--- config.mk ---
export PLATFORM = sky130hd
export DESIGN_NAME = video_mode_detect_flat
export DESIGN_NICKNAME = d
export VERILOG_FILES = /design/src/rtl/video_mode_detect_if.sv /design/src/rtl/video_mode_detect.sv /design/src/flat_wrapper.sv
export SDC_FILE = /design/constraint.sdc
export NUM_CORES = 1
export LEC_CHECK = 0
export ABC_AREA = 1
export BUFFER_PORTS_ARGS = -buffer_cell sky130_fd_sc_hd__buf_2
export CAP_MARGIN = 20
export CORE_MARGIN = 5
export CORE_UTILIZATION = 30
export CTS_BUF_LIST = sky130_fd_sc_hd__clkbuf_16
export CTS_CLUSTER_DIAMETER = 30
export CTS_CLUSTER_SIZE = 25
export DETAILED_ROUTE_END_ITERATION = 10
export GPL_TIMING_DRIVEN = 0
export PLACE_DENSITY = 0.49
export SLEW_MARGIN = 25
export SYNTH_ARGS = -nofsm -noshare
export SYNTH_HDL_FRONTEND = slang
export SYNTH_SLANG_ARGS = --single-unit
--- constraint.sdc ---
create_clock -name clk_sys -period 5.4 [get_ports clk_sys]
set_input_delay 0.27 -clock clk_sys [delete_from_list [all_inputs] [get_ports clk_sys]]
set_output_delay 0.27 -clock clk_sys [all_outputs]
set_load 0.005 [all_outputs]
--- src/rtl/video_mode_detect_if.sv ---
// Doubled video stream from the scan doubler into the mode detector, plus
// the measured mode/status it reports to the OSD/IO controller.
interface video_mode_detect_if #(
  parameter int HCNT_WIDTH = 11,
  parameter int VCNT_WIDTH = 10
);
  logic                  ce_pix;
  logic                  hs_in;
  logic                  vs_in;
  logic [HCNT_WIDTH-1:0] h_total;
  logic [HCNT_WIDTH-1:0] h_sync;
  logic                  hs_pol;
  logic [VCNT_WIDTH-1:0] v_total;
  logic [VCNT_WIDTH-1:0] v_sync;
  logic                  vs_pol;
  logic                  locked;
  logic                  changed;

  modport master (
    output ce_pix, hs_in, vs_in,
    input  h_total, h_sync, hs_pol, v_total, v_sync, vs_pol, locked, changed
  );

  modport slave (
    input  ce_pix, hs_in, vs_in,
    output h_total, h_sync, hs_pol, v_total, v_sync, vs_pol, locked, changed
  );
endinterface

--- src/rtl/video_mode_detect.sv ---
// Measures line/frame timing of the doubled video stream and reports a mode
// once it has repeated for STABLE_FRAMES frames, pulsing changed on each lock.
module video_mode_detect #(
  parameter int HCNT_WIDTH    = 11,
  parameter int VCNT_WIDTH    = 10,
  parameter int STABLE_FRAMES = 3
) (
  input  logic                clk_sys,
  input  logic                reset_n,
  video_mode_detect_if.slave  vid
);

  localparam logic [HCNT_WIDTH-1:0] HMAX = '1;
  localparam logic [VCNT_WIDTH-1:0] VMAX = '1;

  typedef struct packed {
    logic [HCNT_WIDTH-1:0] len;
    logic [HCNT_WIDTH-1:0] hsync;
    logic                  hpol;
    logic [VCNT_WIDTH-1:0] lines;
    logic [VCNT_WIDTH-1:0] vsync;
    logic                  vpol;
  } mode_t;

  typedef enum logic [1:0] {SEARCH, MEASURE, LOCKED} state_t;

  state_t                state, state_n;
  logic                  hs_q, vs_q;
  logic [HCNT_WIDTH-1:0] hcnt, hlow;
  logic [VCNT_WIDTH-1:0] lcnt, vlow, lcnt_next, vlow_next;
  logic [HCNT_WIDTH-1:0] line_len, line_sync;
  logic                  line_pol;
  logic [HCNT_WIDTH-1:0] new_len, new_low, new_high, new_sync;
  logic                  new_pol;
  logic [VCNT_WIDTH-1:0] vhigh;
  logic                  line_edge, frame_edge, timeout;
  mode_t                 cand, stored, stored_n, outs, outs_n;
  logic [3:0]            match_cnt, match_cnt_n;
  logic                  locked, locked_n, changed_n;

  assign line_edge  = vid.ce_pix & hs_q & ~vid.hs_in;
  assign frame_edge = vid.ce_pix & vs_q & ~vid.vs_in;

  // The tick that starts a line is always a low tick, hence the +1 on hlow.
  assign new_len  = hcnt + HCNT_WIDTH'(1);
  assign new_low  = hlow + HCNT_WIDTH'(1);
  assign new_high = new_len - new_low;
  assign new_pol  = (new_low <= new_high);
  assign new_sync = new_pol ? new_low : new_high;

  assign lcnt_next = (line_edge && lcnt != VMAX) ? lcnt + VCNT_WIDTH'(1) : lcnt;
  assign vlow_next = (line_edge && lcnt != VMAX && !vid.vs_in) ? vlow + VCNT_WIDTH'(1) : vlow;
  assign vhigh     = lcnt_next - vlow_next;

  // A line edge on the frame-edge tick belongs to the frame that is ending.
  always_comb begin
    cand       = '0;
    cand.len   = line_edge ? new_len  : line_len;
    cand.hsync = line_edge ? new_sync : line_sync;
    cand.hpol  = line_edge ? new_pol  : line_pol;
    cand.lines = lcnt_next;
    cand.vpol  = (vlow_next <= vhigh);
    cand.vsync = cand.vpol ? vlow_next : vhigh;
  end

  assign timeout = (vid.ce_pix && !line_edge && hcnt >= HMAX - HCNT_WIDTH'(1)) ||
                   (line_edge && !frame_edge && lcnt_next == VMAX);

  always_ff @(posedge clk_sys or negedge reset_n) begin
    if (!reset_n) begin
      hs_q      <= 1'b0;
      vs_q      <= 1'b0;
      hcnt      <= '0;
      hlow      <= '0;
      lcnt      <= '0;
      vlow      <= '0;
      line_len  <= '0;
      line_sync <= '0;
      line_pol  <= 1'b0;
    end else if (vid.ce_pix) begin
      hs_q <= vid.hs_in;
      vs_q <= vid.vs_in;
      if (line_edge) begin
        hcnt      <= '0;
        hlow      <= '0;
        line_len  <= new_len;
        line_sync <= new_sync;
        line_pol  <= new_pol;
      end else if (hcnt != HMAX) begin
        hcnt <= hcnt + HCNT_WIDTH'(1);
        if (!vid.hs_in) hlow <= hlow + HCNT_WIDTH'(1);
      end
      if (frame_edge) begin
        lcnt <= '0;
        vlow <= '0;
      end else begin
        lcnt <= lcnt_next;
        vlow <= vlow_next;
      end
    end
  end

  always_ff @(posedge clk_sys or negedge reset_n) begin
    if (!reset_n) begin
      state       <= SEARCH;
      stored      <= '0;
      match_cnt   <= '0;
      outs        <= '0;
      locked      <= 1'b0;
      vid.changed <= 1'b0;
    end else begin
      state       <= state_n;
      stored      <= stored_n;
      match_cnt   <= match_cnt_n;
      outs        <= outs_n;
      locked      <= locked_n;
      vid.changed <= changed_n;
    end
  end

  always_comb begin
    state_n     = state;
    stored_n    = stored;
    match_cnt_n = match_cnt;
    outs_n      = outs;
    locked_n    = locked;
    changed_n   = 1'b0;
    if (timeout) begin
      state_n  = SEARCH;
      locked_n = 1'b0;
    end else if (frame_edge) begin
      unique case (state)
        SEARCH, MEASURE: begin
          if (state == MEASURE && cand == stored) begin
            if (match_cnt != 4'hF) match_cnt_n = match_cnt + 4'd1;
          end else begin
            stored_n    = cand;
            match_cnt_n = 4'd1;
          end
          state_n = MEASURE;
          if (match_cnt_n >= 4'(STABLE_FRAMES)) begin
            outs_n    = cand;
            locked_n  = 1'b1;
            changed_n = 1'b1;
            state_n   = LOCKED;
          end
        end
        LOCKED: begin
          if (cand != outs) begin
            locked_n    = 1'b0;
            stored_n    = cand;
            match_cnt_n = 4'd1;
            state_n     = MEASURE;
          end
        end
        default: state_n = SEARCH;
      endcase
    end
  end

  assign vid.h_total = outs.len;
  assign vid.h_sync  = outs.hsync;
  assign vid.hs_pol  = outs.hpol;
  assign vid.v_total = outs.lines;
  assign vid.v_sync  = outs.vsync;
  assign vid.vs_pol  = outs.vpol;
  assign vid.locked  = locked;

endmodule

--- src/flat_wrapper.sv ---
// flat-port wrapper written by rule: the top's interface ports become plain ports
module video_mode_detect_flat 
#(
  parameter int HCNT_WIDTH    = 11,
  parameter int VCNT_WIDTH    = 10,
  parameter int STABLE_FRAMES = 3
)
  (clk_sys, reset_n, vid_ce_pix, vid_hs_in, vid_vs_in, vid_h_total, vid_h_sync, vid_hs_pol, vid_v_total, vid_v_sync, vid_vs_pol, vid_locked, vid_changed);
  video_mode_detect_if #(.HCNT_WIDTH(HCNT_WIDTH), .VCNT_WIDTH(VCNT_WIDTH)) vid_i ();
  input  logic clk_sys;
  input  logic reset_n;
  input wire logic [$bits(vid_i.ce_pix)-1:0] vid_ce_pix;
  input wire logic [$bits(vid_i.hs_in)-1:0] vid_hs_in;
  input wire logic [$bits(vid_i.vs_in)-1:0] vid_vs_in;
  output wire logic [$bits(vid_i.h_total)-1:0] vid_h_total;
  output wire logic [$bits(vid_i.h_sync)-1:0] vid_h_sync;
  output wire logic [$bits(vid_i.hs_pol)-1:0] vid_hs_pol;
  output wire logic [$bits(vid_i.v_total)-1:0] vid_v_total;
  output wire logic [$bits(vid_i.v_sync)-1:0] vid_v_sync;
  output wire logic [$bits(vid_i.vs_pol)-1:0] vid_vs_pol;
  output wire logic [$bits(vid_i.locked)-1:0] vid_locked;
  output wire logic [$bits(vid_i.changed)-1:0] vid_changed;
  assign vid_i.ce_pix = vid_ce_pix;
  assign vid_i.hs_in = vid_hs_in;
  assign vid_i.vs_in = vid_vs_in;
  assign vid_h_total = vid_i.h_total;
  assign vid_h_sync = vid_i.h_sync;
  assign vid_hs_pol = vid_i.hs_pol;
  assign vid_v_total = vid_i.v_total;
  assign vid_v_sync = vid_i.v_sync;
  assign vid_vs_pol = vid_i.vs_pol;
  assign vid_locked = vid_i.locked;
  assign vid_changed = vid_i.changed;
  video_mode_detect #(.HCNT_WIDTH(HCNT_WIDTH), .VCNT_WIDTH(VCNT_WIDTH), .STABLE_FRAMES(STABLE_FRAMES)) u_core (.clk_sys(clk_sys), .reset_n(reset_n), .vid(vid_i));
endmodule
# Word level (Yosys, flattened, before mapping)
# Cells that the tools add are included.
# word_totals
reg_bits,163
in_bits,5
word_cells,118
out_inout_bits,46
# classes
reduce_logical,24
add_sub_neg,7
mux,38
n_lt_le_gt_ge,4
bitwise_logic,7
eq_ne,13
# op_table
op,count
2-to-1 mux 11 bit,8
2-to-1 mux 44 bit,2
one-hot mux 44 bit (2 select lines),1
2-to-1 mux 10 bit,5
equality test 44 bit,1
inequality test 44 bit,1
2-to-1 mux 4 bit,6
adder 11 x 1 -> 11 bit (second input constant),2
adder 10 x 1 -> 10 bit (second input constant),2
AND reduction 4 bit,3
greater-or-equal comparator 11 bit (second input constant),1
less-or-equal comparator 11 bit,1
inequality test 11 bit (second input constant),1
subtractor 11 bit,1
equality test 10 bit (second input constant),1
less-or-equal comparator 10 bit,1
inequality test 10 bit (second input constant),1
subtractor 10 bit,1
2-to-1 mux 1 bit,9
2-to-1 mux 2 bit,4
one-hot mux 4 bit (2 select lines),1
logical AND 1 bit,7
inequality test 3 x 1 -> 1 bit (second input constant),2
nonzero test 2 bit,3
19 further kinds,28

# Longest topological paths before layout
# Gate-level depths: netlist of run 1.
# logic_depth
ltp_word,19
mapped_depth,43
mapped_depth_nobuf,42

# Least setup slack after synthesis of run 1
# OpenSTA, ideal clock, no wires.
# synth_path
kind,register -> register
from,register u_core.lcnt[0]
to,"register u_core.outs, in the netlist u_core.vid.hs_pol"
t_arrival_ps,5154
path_slack_ps,133
period_less_slack_ps,5267
t_required_ps,5287
path_buffers,4
path_stages_with_launch,40
setup_time_ps,113
cell_sequence,dfrtp_1 ha_1 inv_2 nor2_4 nand3_4 buf_6 nand4_2 nor2_2 nand3_2 nor3_2 xor2_1 inv_1 ha_1 nand2_1 inv_1 a221oi_1 nand2_1 nand2_1 [4 not listed] nand2_1 nor2_2 inv_2 nand2_4 buf_4 nand2_1 nand3_1 nand3b_1 nor2_1 nand3_1 nor2_2 nand3_1 nand2_2 buf_6 buf_6 nand3_1 nand2_1 inv_1
# synth_between
elab_chain_len,15
word_cells_on_any_way,21
cone_classes,add/sub: 2; order compare: 2; eq/ne: 3; mux: 7; bitwise: 1; reduce/logical: 6
# synth_lines
item,line,source
"start, declared",video_mode_detect.sv:30,"logic [VCNT_WIDTH-1:0] lcnt, vlow, lcnt_next, vlow_next;"
"start signal, assigned",video_mode_detect.sv:97,lcnt <= lcnt_next;
"parallel branches: the longest is 14 deep, another holds adder 10 x 1 -> 10 bit",-,
AND reduction 4 bit (no source line) *,-,
"end signal, assigned",video_mode_detect.sv:115,outs <= outs_n;
"end, declared",video_mode_detect.sv:37,"mode_t cand, stored, stored_n, outs, outs_n;"
# Every way passes the cells marked *. The select of a mux whose other input is x is not followed.
# A chain may end at the register's enable or synchronous reset.

# Worst setup path in the final report of run 1
# layout_path
from,register u_core.lcnt[0]
to,"register u_core.outs, in the netlist u_core.vid.v_sync[5]"
# layout_between
elab_chain_len,15
word_cells_on_any_way,21
cone_classes,add/sub: 2; order compare: 2; eq/ne: 3; mux: 7; bitwise: 1; reduce/logical: 6
# layout_lines
item
"parallel branches: the longest is 15 deep, another holds adder 10 x 1 -> 10 bit"
# Several ways; the timed one is not identified. The select of a mux whose other input is x is not followed.

==> results.cfg, run 1 <==
[clocking]
clock-root-buffer = clkbuf_16
htreeDepth = 4
clock_sinks = 163
clock_path_buffers = 2
insertion_delay_ns = 0.45
cts.reportedPaths.clkPinSlew_ns = 0.07
cts_buffers = 17
cts_tree = done

[cells_and_area]
final_cell_mix = nand2_1 (443), inv_1 (283), nand3_1 (157), dfrtp_1 (157), nor2_1 (102)
nets = 1939
num_antenna_cells = 0
layout_commonest_cell = nand2_1
fin_area_sq_mm = 0.0156
area_delta_synth_final_pct = 36.5
fill_cells = 3923
drive_gt1_share_pct = 27.5

[setup_path]
worstSetupStartpointType = flop
setup.worst_path.class = flop to flop
cp.required_ns = 5.79
critical_path.max_stage_delay_ns = 0.43
r2r-start = u_core.lcnt[0]$_DFFE_PN0P_
r2r_setup_slack_ns = -0.23
critPathCaptureType = flop
r2r_cells = 44
timing.rr.end = u_core.vid.v_sync[5]$_DFFE_PN0P_
critPathMaxFanout = 10
startpoint = u_core.lcnt[0]$_DFFE_PN0P_
arrival_ns = 6.02
slowest_stage = dfrtp_2
cp_common_cell = buf_4
cp-endpoint = u_core.vid.v_sync[5]$_DFFE_PN0P_

[worst_hold_path]
hp-class = input port to flop

[yosys]
syn_area_per_cell_sq_um = 6.71
synth_flop_cell = dfrtp_1
synth_cells = 1709
synthesis.area_sq_mm = 0.0115
synth-seq-area-share_pct = 35.6
synth-compound-area-share_pct = 6.24
synth_top_family_by_area = simple AND/OR/NAND/NOR gates
yosys.area_share.adder_pct = 4.87
async_reset_ff_share_pct = 100
ys_seq_elements = 163
yosysUniqueCellTypes = 42
synth.largest_area_cell = dfrtp_1
yosysTopAreaCellShare_pct = 35.6
netlist_top_cells_area = dfrtp_1 (36%), nand2_1 (18%), inv_1 (9.7%)
yosys_warnings = 0
synthSimpleGateAreaFrac_pct = 37.4
syn_nets = 1758
synthMuxAreaShare_pct = 0
synth-xor-area-share_pct = 3.59
synth_edf_count = 0

[detailed_routing]
drt_wl_total_microns = 40500
first_iter_violations = 698
wl_met1_microns = 18000
wl_per_cell_microns = 16.8
wl_met3_microns = 1360
vias = 11500
drtPass1Iterations = 5
drc_errors = 0
highest_layer = met5
via_per_inst = 4.78
met2_length_microns = 20100
antenna_left = 0

[floorplan]
ios = 51
die-height_microns = 206
num_rows = 71
core-area_sq_mm = 0.0377
start_util_pct = 30.4
die_area_sq_mm = 0.0422
fp.dieW_microns = 206

[run_status]
run_status = finished with violations
violations = negative setup slack

[global_routing]
antenna_found_initial = 1
first_global_vias = 11300
grt_max_degree = 85
grt_use_total_pct = 18.9
grt_pass1_wl_microns = 62300
grt_overflow_total = 0

[sta]
finClkSkew_ns = 0.0149
fin_hold_ws_ns = 0.118
fin_ws_ns = -0.228
finalCritPeriodShare_pct = 104
rsz0062_at_grt = true
relSlewSlack_pct = 30.0
period_needed_ns = 5.63
finalMaxSlewViolations = 0
finalSetupTns_ns = -15.51
max_freq_mhz = 178
setup_violations = 94
hold_viol = 0
tightest_slew_ns = 1.05

[power]
peakVddDrop_uv = 269
p_total_w = 0.00586
p_per_area_mw_per_mm2 = 374
p_leak_nw = 7.94

[placement]
gp_congestion = 0.885
io_buffers = 50
dpl_cell_area_sq_mm = 0.0124
post-dp-hpwl_microns = 28000

[run]
drv_cap = 0
-- registers in the layout (all words and copies together), names as in the netlist, 11 cells and up --
signal,flops
u_core.line_len,11
u_core.vid.h_total,11
u_core.stored,44
u_core.hcnt,11
u_core.hlow,11
u_core.line_sync,11
u_core.vid.h_sync,11
-- cell usage after synthesis, types with 2 or more instances --
| library cell | instances |
|---|---|
| a21o_1 | 2 |
| a21oi_1 | 25 |
| and2_1 | 5 |
| buf_2 | 9 |
| buf_4 | 4 |
| buf_6 | 11 |
| clkbuf_1 | 14 |
| dfrtp_1 | 163 |
| ha_1 | 43 |
| inv_1 | 297 |
| inv_2 | 11 |
| nand2_1 | 550 |
| nand2_2 | 16 |
| nand2_4 | 3 |
| nand3_1 | 186 |
| nand3_2 | 5 |
| nand3b_1 | 19 |
| nand4_1 | 30 |
| nand4_2 | 2 |
| nor2_1 | 122 |
| nor2_2 | 5 |
| nor2_4 | 3 |
| nor3_1 | 8 |
| nor4_1 | 2 |
| o211ai_1 | 4 |
| o21a_1 | 2 |
| o21ai_0 | 57 |
| o21ai_1 | 21 |
| o22ai_1 | 16 |
| or2_2 | 17 |
| xnor2_1 | 7 |
| xor2_1 | 40 |
-- layer usage --
metal	global-route usage (%)	vias up
li1	-	5694
met1	24.4	5546
met2	33.3	244
met3	2.68	55
met4	5.12	2
met5	0	-
-- cell families after synthesis --
family	count (synthesis)
buffers and inverters	347
flip-flops	163
XOR/XNOR	47
adder cells (fa/ha/maj)	44
AO/OA/AOI/OAI	131
AND/OR/NAND/NOR	977
-- report_power, final --
part | switching, W | leakage, nW | total, W | internal (W)
logic | 0.00167 | 5.74 | 0.00280 | 0.00114
registers | 0.000178 | 1.89 | 0.00161 | 0.00143
clock network | 0.000567 | 0.316 | 0.00144 | 0.000873
-- stage by stage --
step / utilization (%) / worst slack (ns) / std cells
3_3_place_gp: 32.8 / -1.49 / 2270
5_1_grt: 41.5 / -0.525 / 2414
4_1_cts: 39.0 / -0.0818 / 2382
3_5_place_dp: 32.9 / -1.50 / 2271
2_1_floorplan: - / 0.133 / 1709
6_report: 41.5 / -0.228 / 2414
-- critical path: cells and delay by family (launching register included) --
kind	cells	cell delay (ns)
buffers and inverters	20	2.44
and+or+nand+nor	21	2.02
adders and majority gates	2	0.47
DFF	1	0.43
xor gates and xnor gates	1	0.20
-- what timing repair did --
item / in CTS / in global routing
pin swaps: 50 / 68
hold buffers: 1 / 0
endpoints found under the setup margin: 96 / 96
resized for setup: 209 / 207
cloned: 5 / 7
endpoints found under the hold margin: 79 / 0
setup buffers: 73 / 34
-- worst min path at each step --
stage / from / end / slack (ns) / depth (start not counted)
floorplan: reset_n / u_core.hcnt[0]$_DFFE_PN0P_ / -0.03 / 0
global placement: u_core.stored[34]$_DFFE_PN0P_ / u_core.stored[34]$_DFFE_PN0P_ / 0.47 / 2
detailed placement: reset_n / u_core.hcnt[2]$_DFFE_PN0P_ / 0.33 / 1
CTS: vid_hs_in / u_core.hs_q$_DFFE_PN0P_ / 0.1 / 3
global route: vid_hs_in / u_core.hs_q$_DFFE_PN0P_ / 0.14 / 3
finish: vid_hs_in / u_core.hs_q$_DFFE_PN0P_ / 0.12 / 3
-- area by class of cell --
class,instances,area [sq um],area share (%)
inverters,308,1170,7.45
clock buffers,17,425,2.72
multi-input cells,1201,7240,46.3
clock inverters,15,251,1.61
repair buffers,165,1420,9.05
flip-flops and latches,163,4090,26.1
well taps,511,639,4.09
plain buffers,34,424,2.71
No activity file was read; power rests on OpenSTA's default activity.
==> run 2, diff against run 1 <==
- PLACE_DENSITY: 0.49 -> 0.48
- clock period: 5.4 -> 7.3 ns (I/O delays scaled with it)
==> run 2 against run 1 <==
- the flow now finishes without violations
- combinational power is 44% lower
- critical path depth is 3 lower
- clock power is 31% lower
- wire length is 10% lower
- core utilization is 6.8 points lower
- register-to-register slack better by 0.99 ns
- non-clock buffer count is 107 lower
- sequential share of layout area is 5.1 points higher
- die area stayed put
- total power is 36% lower
- clock skew is 0.0020 ns higher
- critical endpoint is now u_core.vid.v_total[2]$_DFFE_PN0P_
- largest power group unchanged
==> results.cfg, run 2 (synthesis gave the netlist of run 1 again) <==
[clocking]
clock_path_buffers = 2
cts_setup_buffers = 0
cts_tree = done
cts_buffers = 17
cts.reportedPaths.clkPinSlew_ns = 0.08
insertion_delay_ns = 0.45
clock-root-buffer = clkbuf_16
htreeDepth = 4
clock_sinks = 163

[detailed_routing]
drc_errors = 0
vias = 10700
drt_wl_total_microns = 36300
antenna_left = 0
via_per_inst = 4.66
drtPass1Iterations = 5
wl_per_cell_microns = 15.8
first_iter_violations = 670

[cells_and_area]
drive_gt1_share_pct = 10.0
layout_commonest_cell = nand2_1
final_util_pct = 34.7
num_antenna_cells = 0
largest_register = u_core.stored
final_cell_mix = nand2_1 (550), inv_1 (297), nand3_1 (186)
largest_register_ffs = 44
nets = 1830
area_delta_synth_final_pct = 14.1

[placement]
place_ws_ns = 0.332
post-dp-hpwl_microns = 28200
gp_congestion = 0.864
io_buffers = 50

[floorplan]
core-area_sq_mm = 0.0377
die-height_microns = 206
num_rows = 71
die_area_sq_mm = 0.0422
start_util_pct = 30.4
fp.dieW_microns = 206
ios = 51

[power]
peakVddDrop_uv = 179
p_per_area_mw_per_mm2 = 285
p_total_w = 0.00372
p_leak_nw = 7.02

[setup_path]
crit_family = simple AND/OR/NAND/NOR gates
cp-endpoint = u_core.vid.v_total[2]$_DFFE_PN0P_
cp.required_ns = 7.65
r2r_setup_slack_ns = 0.76
critical_path.max_stage_delay_ns = 0.46
worst-path-stages = 41
r2r_cells = 41
r2r-start = u_core.lcnt[0]$_DFFE_PN0P_
arrival_ns = 6.90
worstSetupStartpointType = flop
cp_common_cell = nand2_1
timing.rr.end = u_core.vid.v_total[2]$_DFFE_PN0P_
critPathMaxFanout = 10
setup.worst_path.class = flop to flop
cp_num_buf_inv = 8
startpoint = u_core.lcnt[0]$_DFFE_PN0P_
critPathCaptureType = flop
slowest_stage = dfrtp_1

[sta]
hold_viol = 0
fin_ws_ns = 0.758
max_freq_mhz = 153
tightest_slew_ns = 0.816
period_needed_ns = 6.54
finalCritPeriodShare_pct = 89.6
finalSetupTns_ns = 0
relSlewSlack_pct = 45.6
finalMaxSlewViolations = 0
rsz0062_at_grt = false
finClkSkew_ns = 0.0169
setup_violations = 0

[global_routing]
grt_use_total_pct = 17.6
grt_max_degree = 72
first_global_vias = 10400
antenna_found_initial = 0
grt_overflow_total = 0
grt_pass1_wl_microns = 57700

[worst_hold_path]
hp-class = input port to flop
whs_path_depth = 3

[run]
drv_cap = 0

[run_status]
run_status = complete, no violations
-- run 2: per-stage QoR --
step	hold WS (ns)	instances	area (sq um)
finish	0.221	2305	13100
global route	0.243	2305	13100
CTS	0.201	2305	13100
detailed placement	0.274	2272	12400
global placement	0.473	2270	12400
floorplan	0.0694	1709	11500
-- run 2: metal layers --
layer | share of wire, % | global-route usage, % | vias to the layer above
li1 | - | - | 5477
met1 | 48 | 23.7 | 5060
met2 | 47 | 29.6 | 169
met3 | 3.7 | 2.99 | 35
met4 | 1.6 | 4.21 | 0
met5 | 0 | 0 | -
-- run 2: tightest hold or removal path: stages --
cell and delay [ns]:
buf_2 0.13, nand2_1 0.06, o21ai_0 0.07
-- run 2: worst min path at each step --
stage	startpoint	end
finish	vid_hs_in	u_core.hs_q$_DFFE_PN0P_
global route	vid_hs_in	u_core.hs_q$_DFFE_PN0P_
CTS	vid_hs_in	u_core.hs_q$_DFFE_PN0P_
detailed placement	reset_n	u_core.hcnt[2]$_DFFE_PN0P_
global placement	u_core.stored[34]$_DFFE_PN0P_	u_core.stored[34]$_DFFE_PN0P_
floorplan	reset_n	u_core.hcnt[0]$_DFFE_PN0P_
-- run 2: what timing repair did --
item | 4_1_cts | 5_1_grt
endpoints found under the hold margin | 39 | 0
setup endpoints to repair | 0 | 86
hold buffers | 1 | 0
gates resized for setup | 0 | 11
-- run 2: final cells by class --
class	count	area, sq um
fill	4182	24600
multi-input combinational	1199	6000
sequential	163	4080
inverter	308	1160
tap	511	639
clock buffer	17	425
timing repair buffer	53	325
buffer	39	263
clock inverter	15	195
-- run 2: report_power, final --
part           switching [W]  internal, W  total (W)
combinational        0.00102     0.000543    0.00156
sequential          0.000114      0.00106    0.00117
clock               0.000439     0.000549   0.000987
total                0.00157      0.00215    0.00372
==> run 3, diff against run 2 <==
- ABC_AREA: 1 -> default
==> run 3 against run 2 <==
- first-iteration DRC count grew 33%
- clock skew shrank 0.0012 ns
- global-route usage grew 2.4 points
- total power shrank 5.8%
- via count grew 5.2%
- core utilization grew 1.7 points
- sequential power shrank 5%
==> results.cfg, run 3 <==
[cells_and_area]
area_delta_synth_final_pct = 19.8
nets = 1540
fill_cells = 4242
largest_register = u_core.stored
num_antenna_cells = 0
largest_register_ffs = 44
fin_area_sq_mm = 0.0149
drive_gt1_share_pct = 22.2
final_cell_mix = dfrtp_1 (157), nand2_1 (139), inv_1 (83)
layout_commonest_cell = dfrtp_1

[yosys]
yosysUniqueCellTypes = 94
async_reset_ff_share_pct = 100
synthTopCellsByCount = dfrtp_1 (163), nand2_1 (140), inv_1 (82), o21ai_0 (77), xnor2_1 (70)
synth-seq-area-share_pct = 32.8
synth.largest_area_cell = dfrtp_1
netlist_top_cells_area = dfrtp_1 (33%), xnor2_1 (4.9%), ha_1 (4.3%)
syn_nets = 1437
ys_seq_elements = 163
syn_area_per_cell_sq_um = 8.96
yosys_warnings = 0
synth_cells = 1388
synth_flop_cell = dfrtp_1
synthesis.area_sq_mm = 0.0124
yosysTopAreaCellShare_pct = 32.8
synth_edf_count = 0
yosysMostFrequentCell = dfrtp_1

[global_routing]
grt_use_total_pct = 20.0
grt_overflow_total = 0
grt_pass1_wl_microns = 69000
first_global_vias = 10900
use_met1_pct = 26.7
grt_max_degree = 70
antenna_found_initial = 0
grt.met3_usage_pct = 4.20
grtUsageMet2_pct = 32.5
grt_busiest_layer = met2

[clocking]
clock_path_buffers = 2
cts_buffers = 17
cts.reportedPaths.clkPinSlew_ns = 0.07
clock_sinks = 163
cts_tree = done
htreeDepth = 4
clock-root-buffer = clkbuf_16
insertion_delay_ns = 0.47

[power]
p_total_w = 0.00351
p_per_area_mw_per_mm2 = 236
peakVddDrop_uv = 143
p_leak_nw = 6.46

[detailed_routing]
drc_errors = 0
first_iter_violations = 889
drt_wl_total_microns = 45800
wl_per_cell_microns = 22.5
via_per_inst = 5.55
antenna_left = 0
vias = 11300
drtPass1Iterations = 5

[setup_path]
cp_common_cell = nor3_4
r2r_setup_slack_ns = 0.20
cp.required_ns = 7.66
setup.worst_path.class = flop to flop
critPathMaxFanout = 10
worstSetupStartpointType = flop
critPathCaptureType = flop
slowest_stage = or4_1
arrival_ns = 7.46
critical_path.max_stage_delay_ns = 0.62

[floorplan]
core-area_sq_mm = 0.0409
num_rows = 74
fp.dieW_microns = 214
die-height_microns = 214
die_area_sq_mm = 0.0456
start_util_pct = 30.4
ios = 51

[sta]
relSlewSlack_pct = 32.4
max_freq_mhz = 141
tightest_slew_ns = 0.989
hold_viol = 0
finalCritPeriodShare_pct = 97.2
finClkSkew_ns = 0.0157
period_needed_ns = 7.10
finalMaxSlewViolations = 0
setup_violations = 0

[run_status]
run_status = complete, no violations

[placement]
io_buffers = 50
post-dp-hpwl_microns = 35200
gp_congestion = 0.903
dpl_cell_area_sq_mm = 0.0134

[worst_hold_path]
hp-class = input port to flop

[run]
drv_cap = 0
==> run 3: cell types whose count changed in the layout (fill, tap and decap cells not counted), sizes merged, moves of 49 or more <==
cell / before / now
nand2: 569 / 141
xnor2: 7 / 71
buf: 75 / 124
inv: 315 / 88
mux2: 0 / 74
nor2: 130 / 62
nand3: 192 / 56
==> run 3: timing repair <==
action                                  in CTS  in global routing
hold buffers                                 1                  0
buffers inserted                            17                 22
pin swaps                                   11                 17
hold endpoints to repair                    44                  0
resized for setup                           75                 62
endpoints found under the setup margin      96                 96
==> run 3: where the power goes <==
part | switching (W) | internal (W)
combinational | 0.000872 | 0.000644
clock | 0.000417 | 0.000465
sequential | 0.000110 | 0.00100
==> run 3: worst paths after layout <==
check	from	end	cells past startpoint
setup reg to reg	u_core.lcnt[0]$_DFFE_PN0P_	u_core.stored[16]$_DFFE_PN0P_	29
hold reg to reg	u_core.stored[10]$_DFFE_PN0P_	u_core.stored[10]$_DFFE_PN0P_	1
min in group asynchronous	reset_n	u_core.hlow[4]$_DFFE_PN0P_	2
setup / recovery	u_core.lcnt[0]$_DFFE_PN0P_	u_core.stored[16]$_DFFE_PN0P_	29
max in group asynchronous	reset_n	u_core.vid.v_total[0]$_DFFE_PN0P_	3
hold / removal	vid_vs_in	u_core.vs_q$_DFFE_PN0P_	3
==> run 3: cell type report <==
class,instances,area (sq um),share of cell area (%)
Multi-Input combinational cell,1065,8270,55.5
Clock inverter,14,118,0.790
Timing Repair Buffer,93,638,4.29
Buffer,66,368,2.47
Clock buffer,17,425,2.86
Tap cell,532,666,4.47
Sequential cell,163,4090,27.4
Inverter,85,319,2.14
==> run 3: per-layer routing <==
metal  wire length [microns]  up-vias  part of all wire [%]
met3                    2310       62                   5.0
li1                        -     5339                     -
met1                   20600     5630                    45
met5                       0        -                     0
met4                    1210        0                   2.6
met2                   21700      270                    47
==> run 3: worst max-delay path, delay by kind of cell, from the launching register on <==
kind	cells	cell delay (ns)
xor gates and xnor gates	3	0.65
adders and majority gates	4	1.01
and+or+nand+nor	9	2.34
buffers and inverters	7	1.02
muxes	2	0.55
DFF	1	0.46
AOI/OAI and AO/OA	4	0.93
==> run 3: cell families after synthesis <==
| kind of cell | count (synthesis) | share of synthesized area (%) |
|---|---|---|
| flops | 163 | 32.8 |
| compound gates | 353 | 19.7 |
| simple gates | 454 | 19.0 |
| fa+ha+maj | 46 | 4.65 |
| mux | 90 | 9.06 |
| xor+xnor | 122 | 9.45 |
| buf+inv | 160 | 5.36 |
==> run 3: stage by stage <==
step	hold slack, ns	TNS, ns	worst slack (ns)	instances	util (%)
floorplan	0.0694	0	0.156	1388	-
global placement	0.493	-162.81	-2.02	1970	32.6
detailed placement	0.306	-156.27	-1.93	1973	32.8
CTS	0.201	0	0.00512	2016	35.3
global route	0.247	-0.701	-0.0349	2035	36.4
finish	0.226	0	0.202	2035	36.4
